### src/rtl/in_port_if.sv
// Device/CPU-side signal bundle of the input-port buffer.
// Valid/ready convention: the device holds InputDev valid from Strobe rise until it sees Ack;
// the buffer accepts exactly one word per Strobe pulse and the CPU consumes the head word
// on the falling edge of InPortout.
interface in_port_if #(
  parameter int DATA_W = 32,
  parameter int DEPTH  = 4
);
  localparam int CW = $clog2(DEPTH) + 1;

  logic [DATA_W-1:0] InputDev;
  logic              Strobe;
  logic              Ack;
  logic              InPortout;
  logic [DATA_W-1:0] BusMuxIn_InPort;
  logic              DataValid;
  logic              Full;
  logic [CW-1:0]     Count;

  modport master (
    output InputDev, Strobe, InPortout,
    input  Ack, BusMuxIn_InPort, DataValid, Full, Count
  );

  modport slave (
    input  InputDev, Strobe, InPortout,
    output Ack, BusMuxIn_InPort, DataValid, Full, Count
  );
endinterface

### src/rtl/in_port_buffer.sv
// Input-port buffer: captures device words over a 4-phase Strobe/Ack handshake into a
// small first-word-fall-through FIFO whose head feeds the CPU bus mux.
module in_port_buffer #(
  parameter int DATA_W      = 32,
  parameter int DEPTH       = 4,
  parameter int SYNC_STAGES = 2
) (
  input  logic       Clock,
  input  logic       Clear,
  in_port_if.slave   port_if,
  output logic       dbg_state_o
);
  localparam int AW = $clog2(DEPTH);
  localparam int CW = $clog2(DEPTH) + 1;

  typedef enum logic {
    ST_IDLE = 1'b0,
    ST_ACK  = 1'b1
  } state_e;

  state_e                  state_q;
  logic                    ack_q;
  logic [SYNC_STAGES-1:0]  sync_q;
  logic                    inport_q;
  logic [AW-1:0]           wptr_q;
  logic [AW-1:0]           rptr_q;
  logic [CW-1:0]           count_q;
  logic [CW-1:0]           count_d;
  logic [DATA_W-1:0]       mem_q [DEPTH];

  logic strobe_s;
  logic full;
  logic not_empty;
  logic push;
  logic pop;

  assign strobe_s  = sync_q[SYNC_STAGES-1];
  assign full      = (count_q == CW'(DEPTH));
  assign not_empty = (count_q != '0);
  // Full is judged before any same-edge pop, so a stalled word lands one edge after the pop.
  assign push      = (state_q == ST_IDLE) && strobe_s && !full;
  assign pop       = inport_q && !port_if.InPortout && not_empty;

  always_comb begin
    count_d = count_q;
    if (push && !pop) begin
      count_d = count_q + CW'(1);
    end else if (!push && pop) begin
      count_d = count_q - CW'(1);
    end
  end

  always_ff @(posedge Clock) begin
    if (!Clear) begin
      sync_q   <= '0;
      state_q  <= ST_IDLE;
      ack_q    <= 1'b0;
      inport_q <= 1'b0;
      wptr_q   <= '0;
      rptr_q   <= '0;
      count_q  <= '0;
    end else begin
      sync_q[0] <= port_if.Strobe;
      for (int i = 1; i < SYNC_STAGES; i++) begin
        sync_q[i] <= sync_q[i-1];
      end
      inport_q <= port_if.InPortout;
      count_q  <= count_d;
      if (push) wptr_q <= wptr_q + AW'(1);
      if (pop)  rptr_q <= rptr_q + AW'(1);
      case (state_q)
        ST_IDLE: begin
          if (push) begin
            ack_q   <= 1'b1;
            state_q <= ST_ACK;
          end
        end
        ST_ACK: begin
          if (!strobe_s) begin
            ack_q   <= 1'b0;
            state_q <= ST_IDLE;
          end
        end
        default: begin
          ack_q   <= 1'b0;
          state_q <= ST_IDLE;
        end
      endcase
    end
  end

  // Storage is deliberately left uncleared; pointers and count define what is valid.
  always_ff @(posedge Clock) begin
    if (Clear && push) begin
      mem_q[wptr_q] <= port_if.InputDev;
    end
  end

  assign port_if.Ack             = ack_q;
  assign port_if.Count           = count_q;
  assign port_if.Full            = full;
  assign port_if.DataValid       = not_empty;
  assign port_if.BusMuxIn_InPort = not_empty ? mem_q[rptr_q] : '0;
  assign dbg_state_o             = state_q;
endmodule
### src/flat_wrapper.sv
// flat-port wrapper written by rule: the top's interface ports become plain ports
module in_port_buffer_flat 
#(
  parameter int DATA_W      = 32,
  parameter int DEPTH       = 4,
  parameter int SYNC_STAGES = 2
)
  (Clock, Clear, dbg_state_o, port_if_InputDev, port_if_Strobe, port_if_InPortout, port_if_Ack, port_if_BusMuxIn_InPort, port_if_DataValid, port_if_Full, port_if_Count);
  in_port_if #(.DATA_W(DATA_W), .DEPTH(DEPTH)) port_if_i ();
  input  logic Clock;
  input  logic Clear;
  output logic dbg_state_o;
  input wire logic [$bits(port_if_i.InputDev)-1:0] port_if_InputDev;
  input wire logic [$bits(port_if_i.Strobe)-1:0] port_if_Strobe;
  input wire logic [$bits(port_if_i.InPortout)-1:0] port_if_InPortout;
  output wire logic [$bits(port_if_i.Ack)-1:0] port_if_Ack;
  output wire logic [$bits(port_if_i.BusMuxIn_InPort)-1:0] port_if_BusMuxIn_InPort;
  output wire logic [$bits(port_if_i.DataValid)-1:0] port_if_DataValid;
  output wire logic [$bits(port_if_i.Full)-1:0] port_if_Full;
  output wire logic [$bits(port_if_i.Count)-1:0] port_if_Count;
  assign port_if_i.InputDev = port_if_InputDev;
  assign port_if_i.Strobe = port_if_Strobe;
  assign port_if_i.InPortout = port_if_InPortout;
  assign port_if_Ack = port_if_i.Ack;
  assign port_if_BusMuxIn_InPort = port_if_i.BusMuxIn_InPort;
  assign port_if_DataValid = port_if_i.DataValid;
  assign port_if_Full = port_if_i.Full;
  assign port_if_Count = port_if_i.Count;
  in_port_buffer #(.DATA_W(DATA_W), .DEPTH(DEPTH), .SYNC_STAGES(SYNC_STAGES)) u_core (.Clock(Clock), .Clear(Clear), .port_if(port_if_i), .dbg_state_o(dbg_state_o));
endmodule
### config.mk
export PLATFORM = sky130hd
export DESIGN_NAME = in_port_buffer_flat
export DESIGN_NICKNAME = d
export VERILOG_FILES = /design/src/rtl/in_port_if.sv /design/src/rtl/in_port_buffer.sv /design/src/flat_wrapper.sv
export SDC_FILE = /design/constraint.sdc
export NUM_CORES = 1
export LEC_CHECK = 0
export BUFFER_PORTS_ARGS = -buffer_cell sky130_fd_sc_hd__buf_2
export CAP_MARGIN = 10
export CORE_ASPECT_RATIO = 1.1
export CORE_MARGIN = 4
export CORE_UTILIZATION = 25
export CTS_CLUSTER_DIAMETER = 50
export DETAILED_ROUTE_END_ITERATION = 10
export HOLD_SLACK_MARGIN = 0.05
export PLACE_DENSITY = 0.42
export SYNTH_ARGS = -nofsm -noshare
export SYNTH_HDL_FRONTEND = slang
export SYNTH_SLANG_ARGS = --single-unit
### constraint.sdc
create_clock -name Clock -period 2.5 [get_ports Clock]
set_input_delay 0.375 -clock Clock [delete_from_list [all_inputs] [get_ports Clock]]
set_output_delay 0.375 -clock Clock [all_outputs]
set_load 0.01 [all_outputs]
# After elaboration in Yosys (flattened, before gate mapping)
# Memories as Yosys holds them, arrays and structs flattened. A register that Yosys moved wholly into a read port is not among the register bits.
# Index checks and enable logic that the tools add are counted.
[totals] mem_bits_rw=128 in_bits=36 register_bits=12 memories=1 wordCells=43
[op_classes] n_eq_ne=3 bitwise=1 mux=13 addsub=4 n_reduce_logical=14
[memory_table] memory="u_core.mem_q" depth=4 width=32 read_ports=1 rd_clocked_by_memory_dff=1 write_ports=1 line_no="in_port_buffer.sv:29" rtl="logic [DATA_W-1:0] mem_q [DEPTH];"
[ops] operator="two-way mux 32 bit" count=1
[ops] operator="logical AND 1 bit" count=7
[ops] operator="two-way mux 1 bit" count=6
[ops] operator="two-way mux 3 bit" count=2
[ops] operator="adder 2 x 1 -> 2 bit (second input constant)" count=2
[ops] operator="logical NOT 1 bit" count=4
[ops] operator="two-way mux 2 bit" count=2
[ops] operator="one-hot mux 1 bit (2 select lines)" count=2
[ops] operator="adder 3 x 1 -> 3 bit (second input constant)" count=1
[ops] operator="== test 3 bit (second input constant)" count=1
[ops] operator="nonzero test 3 bit" count=1
[ops] operator="subtractor 3 x 1 -> 3 bit (second input constant)" count=1
[ops] operator="!= test 2 x 1 -> 1 bit (second input constant)" count=1
[ops] operator="!= test 2 bit (second input constant)" count=1
[ops] operator="AND reduction 2 bit" count=1
[ops] operator="nonzero test 2 bit" count=1
[ops] operator="inverter 1 bit" count=1

# Logic depth before layout (Yosys ltp)
# Gate-level depths: netlist of run 1.
[depth] depth_word=7 depth_mapped=9

# Worst setup path before layout of run 1
# Ideal clock, no wire load.
[synth_timing] path_type="reg-to-reg" from="reg u_core.count_q[0] (netlist: u_core.port_if.Count[0])" to="reg u_core.count_q[2] (netlist: u_core.port_if.Count[2])" path_buffers=1 setup_ns=0.076 path_stages_with_launch=10 required_time_ns=2.424 path_slack_ns=0.208 period_less_slack_ns=2.292 t_arrival_ns=2.217 path_cell_list="dfxtp_1 > or3_1 > buf_2 > nand3b_1 > ha_1 > inv_1 > fa_1 > xor2_1 > or3_1 > a21boi_0"
[synth_via] elab_chain_cells=6 elab_cells_between_ends=14
[synth_rtl] element="from (decl)" line_no="in_port_buffer.sv:27" rtl="logic [CW-1:0] count_q;"
[synth_rtl] element="from (signal assigned)" line_no="in_port_buffer.sv:68" rtl="count_q <= count_d;"
[synth_rtl] element="parallel branches: the longest is 6 deep, another holds subtractor 3 x 1 -> 3 bit"
# Several ways; the timed one is not identified. The select of a mux whose other input is x is not followed.
# A chain may end at the register's enable or synchronous reset.

==> run_results.csv, run 1 <==
group,metric,value,unit
outcome,status,"completed",
finish,post-route-util,31.7,%
yosys,ys_ff_latch,142,
floorplanning,die_area,24500,um2
clock_network,post-cts-setup-buffer-count,0,
yosys,syn_avg_cell_area,20.7,um2
critical_path,start_kind,"flop",
clock_network,cts_tree,"yes",
yosys,syn_inst,266,
detailed_routing,drt_wl_total,11300,um
global_route,grt_overflow,0,
clock_network,clk_pin_slew,0.06,ns
detailed_routing,first_iter_violations,105,
critical_path,r2r_slack,0.16,ns
yosys,synth_sequential_area_ratio,74.9,%
yosys,synth_nets,308,
sta,tightest_slew,1.00,ns
yosys,synth_top_area_share,69.8,%
global_route,grtUsageTotal,9.79,%
hold_path,hp-class,"in2reg",
yosys,yosys.area.top_type,"edfxtp_1",
sta,fin_skew,0.00637,ns
pwr,leakage,2.37,nW
detailed_routing,drc_errors,0,
clock_network,clock_latency,0.41,ns
clock_network,clock_sinks,142,
critical_path,cp_data_required_time,2.12,ns
clock_network,clock_path_buffers,2,
floorplanning,die_h,164,um
clock_network,ctsRootBufferMaster,"clkbuf_16",
sta,clock.fmax,424,MHz
placement,finalWeightedCongestion,0.654,
sta,hold_viol_final,0,
yosys,synth-edff-count,128,
global_route,grt_pass1_vias,3005,
sta,setup_viol,0,
finish,area_delta_synth_final,23.7,%
sta,rsz0062_at_grt,"false",
pwr,pwr_density_cell,818,nW/um2
finish,antenna_cells,0,
detailed_routing,final_antenna_net_count,0,
detailed_routing,viasPerCell,4.04,
critical_path,path_class,"reg2out",
sta,setup_tns,0,ns
floorplanning,start_util,25.6,%
critical_path,cp-end-kind,"primary output",
critical_path,critPathMaxFanout,18,
flow_run,drv_cap,0,
floorplanning,fp.dieW,150,um
sta,fin_crit_sh,94.4,%
global_route,grt_pass1_wl,17200,um
yosys,ys_types,27,
sta,slew_headroom,33.1,%
critical_path,worst-endpoint-arrival,1.98,ns
clock_network,cts_hold_buf,0,
detailed_routing,post_drt_wl_per_cell,17.1,um
finish,final_common_cell,"edfxtp_1",
yosys,yosysWarnings,0,
global_route,grt_max_degree,35,
clock_network,ctsResizeCount,0,
clock_network,cts_made_buffers,17,
yosys,synth_area,5510,um2
yosys,synth-async-reset-ratio,0,%
finish,mostFrequentLayoutCells,"edfxtp_1, buf_2, and2_1",
yosys,synth.top_cells.by_area,"edfxtp_1, mux4_2, dfxtp_1",
yosys,synth_top_flop_cell,"edfxtp_1",
placement,io_buffers,74,
pwr,peakVddDrop,0.000434,V
finish,drive_gt1_share,40.9,%
floorplanning,core,21500,um2
clock_network,cts_htree_levels,4,
floorplanning,io_pins,75,
sta,drv_slew,0,
detailed_routing,vias,2657,
global_route,antenna_found_initial,2,
finish,final_nets,396,
floorplanning,rows,56,
placement,dpl.hpwl,6600,um
sta,fin_crit,2.36,ns
detailed_routing,drtPass1Iterations,4,
## layout make-up
class | instances | area [um2]
Inverter | 4 | 15.0
Clock inverter | 14 | 174
Sequential cell | 142 | 4130
Fill cell | 2149 | 14700
Multi-Input combinational cell | 107 | 1260
Timing Repair Buffer | 82 | 443
Tap cell | 290 | 363
Clock buffer | 18 | 429
## final timing paths
kind,from,end,cells past startpoint
setup / recovery,flop,port_if_BusMuxIn_InPort[11],4
hold / removal,port_if_Strobe,u_core.sync_q[0]$_SDFF_PN0_,2
setup reg to reg,u_core.port_if.Count[0]$_SDFFE_PN0P_,u_core.port_if.Count[2]$_SDFFE_PN0P_,8
hold reg to reg,u_core.sync_q[0]$_SDFF_PN0_,u_core.sync_q[1]$_SDFF_PN0_,1
## where the power goes
part	internal [mW]	switching [mW]	leakage [nW]
sequential	2.61	0.0143	1.27
clock	1.65	0.904	0.288
combinational	0.174	0.220	0.812
## metal layers
metal / vias to the layer above / global-route usage [%] / wire length [um]
li1: 1224 / - / -
met1: 1358 / 12.0 / 4900
met2: 61 / 16.1 / 5650
met3: 10 / 3.59 / 582
met4: 4 / 3.37 / 110
met5: - / 0 / 20
## worst max-delay path, cell delays in order (launching register included)
cell,delay (ns)
dfxtp_2,0.32
buf_4,0.36
mux4_2,0.54
and2_1,0.20
buf_2,0.15
## sequential cells by signal, indices dropped and copies added (netlist names), named ones only
signal / count
u_core.port_if.Count: 3
u_core.mem_q: 128
u_core.wptr_q: 2
u_core.sync_q: 2
u_core.port_if.Ack: 1
u_core.dbg_state_o: 1
u_core.inport_q: 1
u_core.rptr_q: 2
## Yosys cell counts, types with 2 or more instances
master	count
nand2_1	7
and3_1	4
dfxtp_1	14
buf_12	3
mux4_2	32
and2_1	36
nand2b_1	2
edfxtp_1	128
mux2i_1	6
or3_1	2
o21a_1	2
clkbuf_1	4
ha_1	5
buf_2	5
inv_1	4
## stage by stage
stage | total power [mW] | setup slack (ns) | hold slack, ns | cell area, um2 | std cells
after floorplan | 2.90 | 0.208 | 0.412 | 5510 | 266
after global placement | 3.08 | 0.231 | 0.420 | 6210 | 625
after detailed placement | 3.09 | 0.149 | 0.422 | 6210 | 625
after CTS | 5.68 | 0.0575 | 0.139 | 6820 | 657
after global routing | 5.82 | 0.00293 | 0.154 | 6820 | 657
final | 5.57 | 0.141 | 0.170 | 6820 | 657
## cells by family (layout without fill, tap and decap cells)
logic type | Yosys count | after routing | share of synthesized area [%]
compound gates | 5 | 5 | 0.590
xor+xnor | 2 | 2 | 0.318
flops | 142 | 142 | 74.9
simple gates | 56 | 56 | 6.27
fa+ha+maj | 6 | 6 | 1.50
mux | 38 | 38 | 14.2
buf+inv | 17 | 118 | 2.29
No activity file was read; power rests on OpenSTA's default activity.
==> run 2, diff against run 1 <==
Settings changed: BUFFER_PORTS_ARGS -buffer_cell sky130_fd_sc_hd__buf_2 to -buffer_cell sky130_fd_sc_hd__buf_4.
==> run_results.csv, run 2 (synthesis results as in run 1) <==
group,metric,value,unit
critical_path,path_class,"reg2reg",
sta,fin_crit_sh,94.6,%
clock_network,ctsResizeCount,0,
detailed_routing,first_iter_violations,127,
placement,finalWeightedCongestion,0.708,
floorplanning,core,21500,um2
sta,fin_skew,0.0118,ns
global_route,grt_pass1_wl,16500,um
pwr,total_power,5.17,mW
sta,worst_slack,0.136,ns
global_route,grt_max_degree,35,
floorplanning,io_pins,75,
clock_network,ctsRootBufferMaster,"clkbuf_16",
critical_path,cp-end-kind,"flop",
pwr,leakage,2.36,nW
hold_path,hp-class,"in2reg",
placement,dpl.hpwl,6380,um
placement,dp_cells,623,
finish,antenna_cells,0,
clock_network,cts_tree,"yes",
finish,final_common_cell,"edfxtp_1",
floorplanning,fp.dieW,150,um
detailed_routing,post_drt_wl_per_cell,16.5,um
finish,top_register,"u_core.mem_q",
sta,hold_viol_final,0,
sta,fin_crit,2.36,ns
finish,fillCellCount,2110,
clock_network,cts_htree_levels,4,
floorplanning,die_h,164,um
critical_path,start_kind,"flop",
global_route,grt_pass1_vias,2884,
finish,area_delta_synth_final,25.3,%
global_route,grtUsageTotal,9.36,%
critical_path,cp_data_required_time,2.84,ns
detailed_routing,drt_wl_total,10800,um
sta,rsz0062_at_grt,"false",
detailed_routing,vias,2617,
global_route,grt_overflow,0,
finish,largest_reg_flops,128,
finish,stdcell_count,656,
clock_network,clock_latency,0.41,ns
placement,io_buffers,74,
finish,drive_gt1_share,39.6,%
clock_network,clock_sinks,142,
detailed_routing,final_antenna_net_count,0,
critical_path,worst-endpoint-arrival,2.71,ns
sta,slew_headroom,37.4,%
clock_network,cts_made_buffers,17,
outcome,status,"completed",
placement,place_ws,0.110,ns
clock_network,clk_pin_slew,0.06,ns
sta,drv_slew,0,
finish,mostFrequentLayoutCells,"edfxtp_1, buf_4, and2_1",
floorplanning,die_area,24500,um2
sta,clock.fmax,423,MHz
floorplanning,rows,56,
detailed_routing,drtPass1Iterations,4,
pwr,peakVddDrop,0.000407,V
sta,setup_tns,0,ns
clock_network,clock_path_buffers,2,
critical_path,critPathMaxFanout,5,
placement,dpl-instance-area,6390,um2
floorplanning,start_util,25.6,%
sta,tightest_slew,0.939,ns
global_route,antenna_found_initial,0,
detailed_routing,drc_errors,0,
sta,setup_viol,0,
finish,final_nets,396,
flow_run,drv_cap,0,
pwr,pwr_density_cell,750,nW/um2
finish,design_area,6900,um2
detailed_routing,viasPerCell,3.99,
run 2: power breakdown:
group	internal [mW]	total, mW	switching [mW]
logic	0.236	0.458	0.222
clock network	1.24	2.09	0.848
registers	2.61	2.63	0.0122
run 2: stage by stage:
step / hold slack, ns / util (%)
6_report: 0.166 / 32.1
3_3_place_gp: 0.421 / 29.7
3_5_place_dp: 0.423 / 29.7
2_1_floorplan: 0.412 / -
4_1_cts: 0.140 / 32.0
5_1_grt: 0.141 / 32.1
run 2: layout make-up:
cell class                      count  area [um2]  share of cell area (%)
Sequential cell                   142        4130                    59.8
Multi-Input combinational cell    107        1260                    18.3
Timing Repair Buffer               82         641                    9.28
Clock buffer                       22         444                    6.44
Tap cell                          290         363                    5.26
Clock inverter                      9        47.5                   0.689
Inverter                            4        15.0                   0.218
run 2: what timing repair did:
action,in CTS,in global routing
endpoints found under the setup margin,0,1
endpoints found under the hold margin,0,0
hold buffers,0,0
setup buffers,0,2
run 2: path summary, 6_finish.rpt:
| kind | startpoint | endpoint | slack (ns) | cells after the start |
|---|---|---|---|---|
| setup / recovery | u_core.port_if.Count[1]$_SDFFE_PN0P_ | u_core.port_if.Count[2]$_SDFFE_PN0P_ | 0.14 | 8 |
| hold / removal | port_if_InputDev[31] | u_core.mem_q[2][31]$_DFFE_PP_ | 0.17 | 1 |
| setup reg to reg | u_core.port_if.Count[1]$_SDFFE_PN0P_ | u_core.port_if.Count[2]$_SDFFE_PN0P_ | 0.14 | 8 |
| hold reg to reg | u_core.sync_q[0]$_SDFF_PN0_ | u_core.sync_q[1]$_SDFF_PN0_ | 0.44 | 1 |
run 2: metal layers:
| metal | up-vias | track usage (%) | routed length, um |
|---|---|---|---|
| li1 | 1227 | - | - |
| met1 | 1323 | 11.2 | 4650 |
| met2 | 58 | 15.6 | 5510 |
| met3 | 9 | 3.20 | 532 |
| met4 | 0 | 3.62 | 123 |
| met5 | - | 0 | 0 |
run 2: worst max-delay path: stages (launching register included):
cell and delay, ns:
dfxtp_1 0.35, or3_2 0.48, nand3b_1 0.15, ha_1 0.21, inv_1 0.07, fa_1 0.40, xor2_1 0.17, or3_1 0.30
a21boi_0 0.15
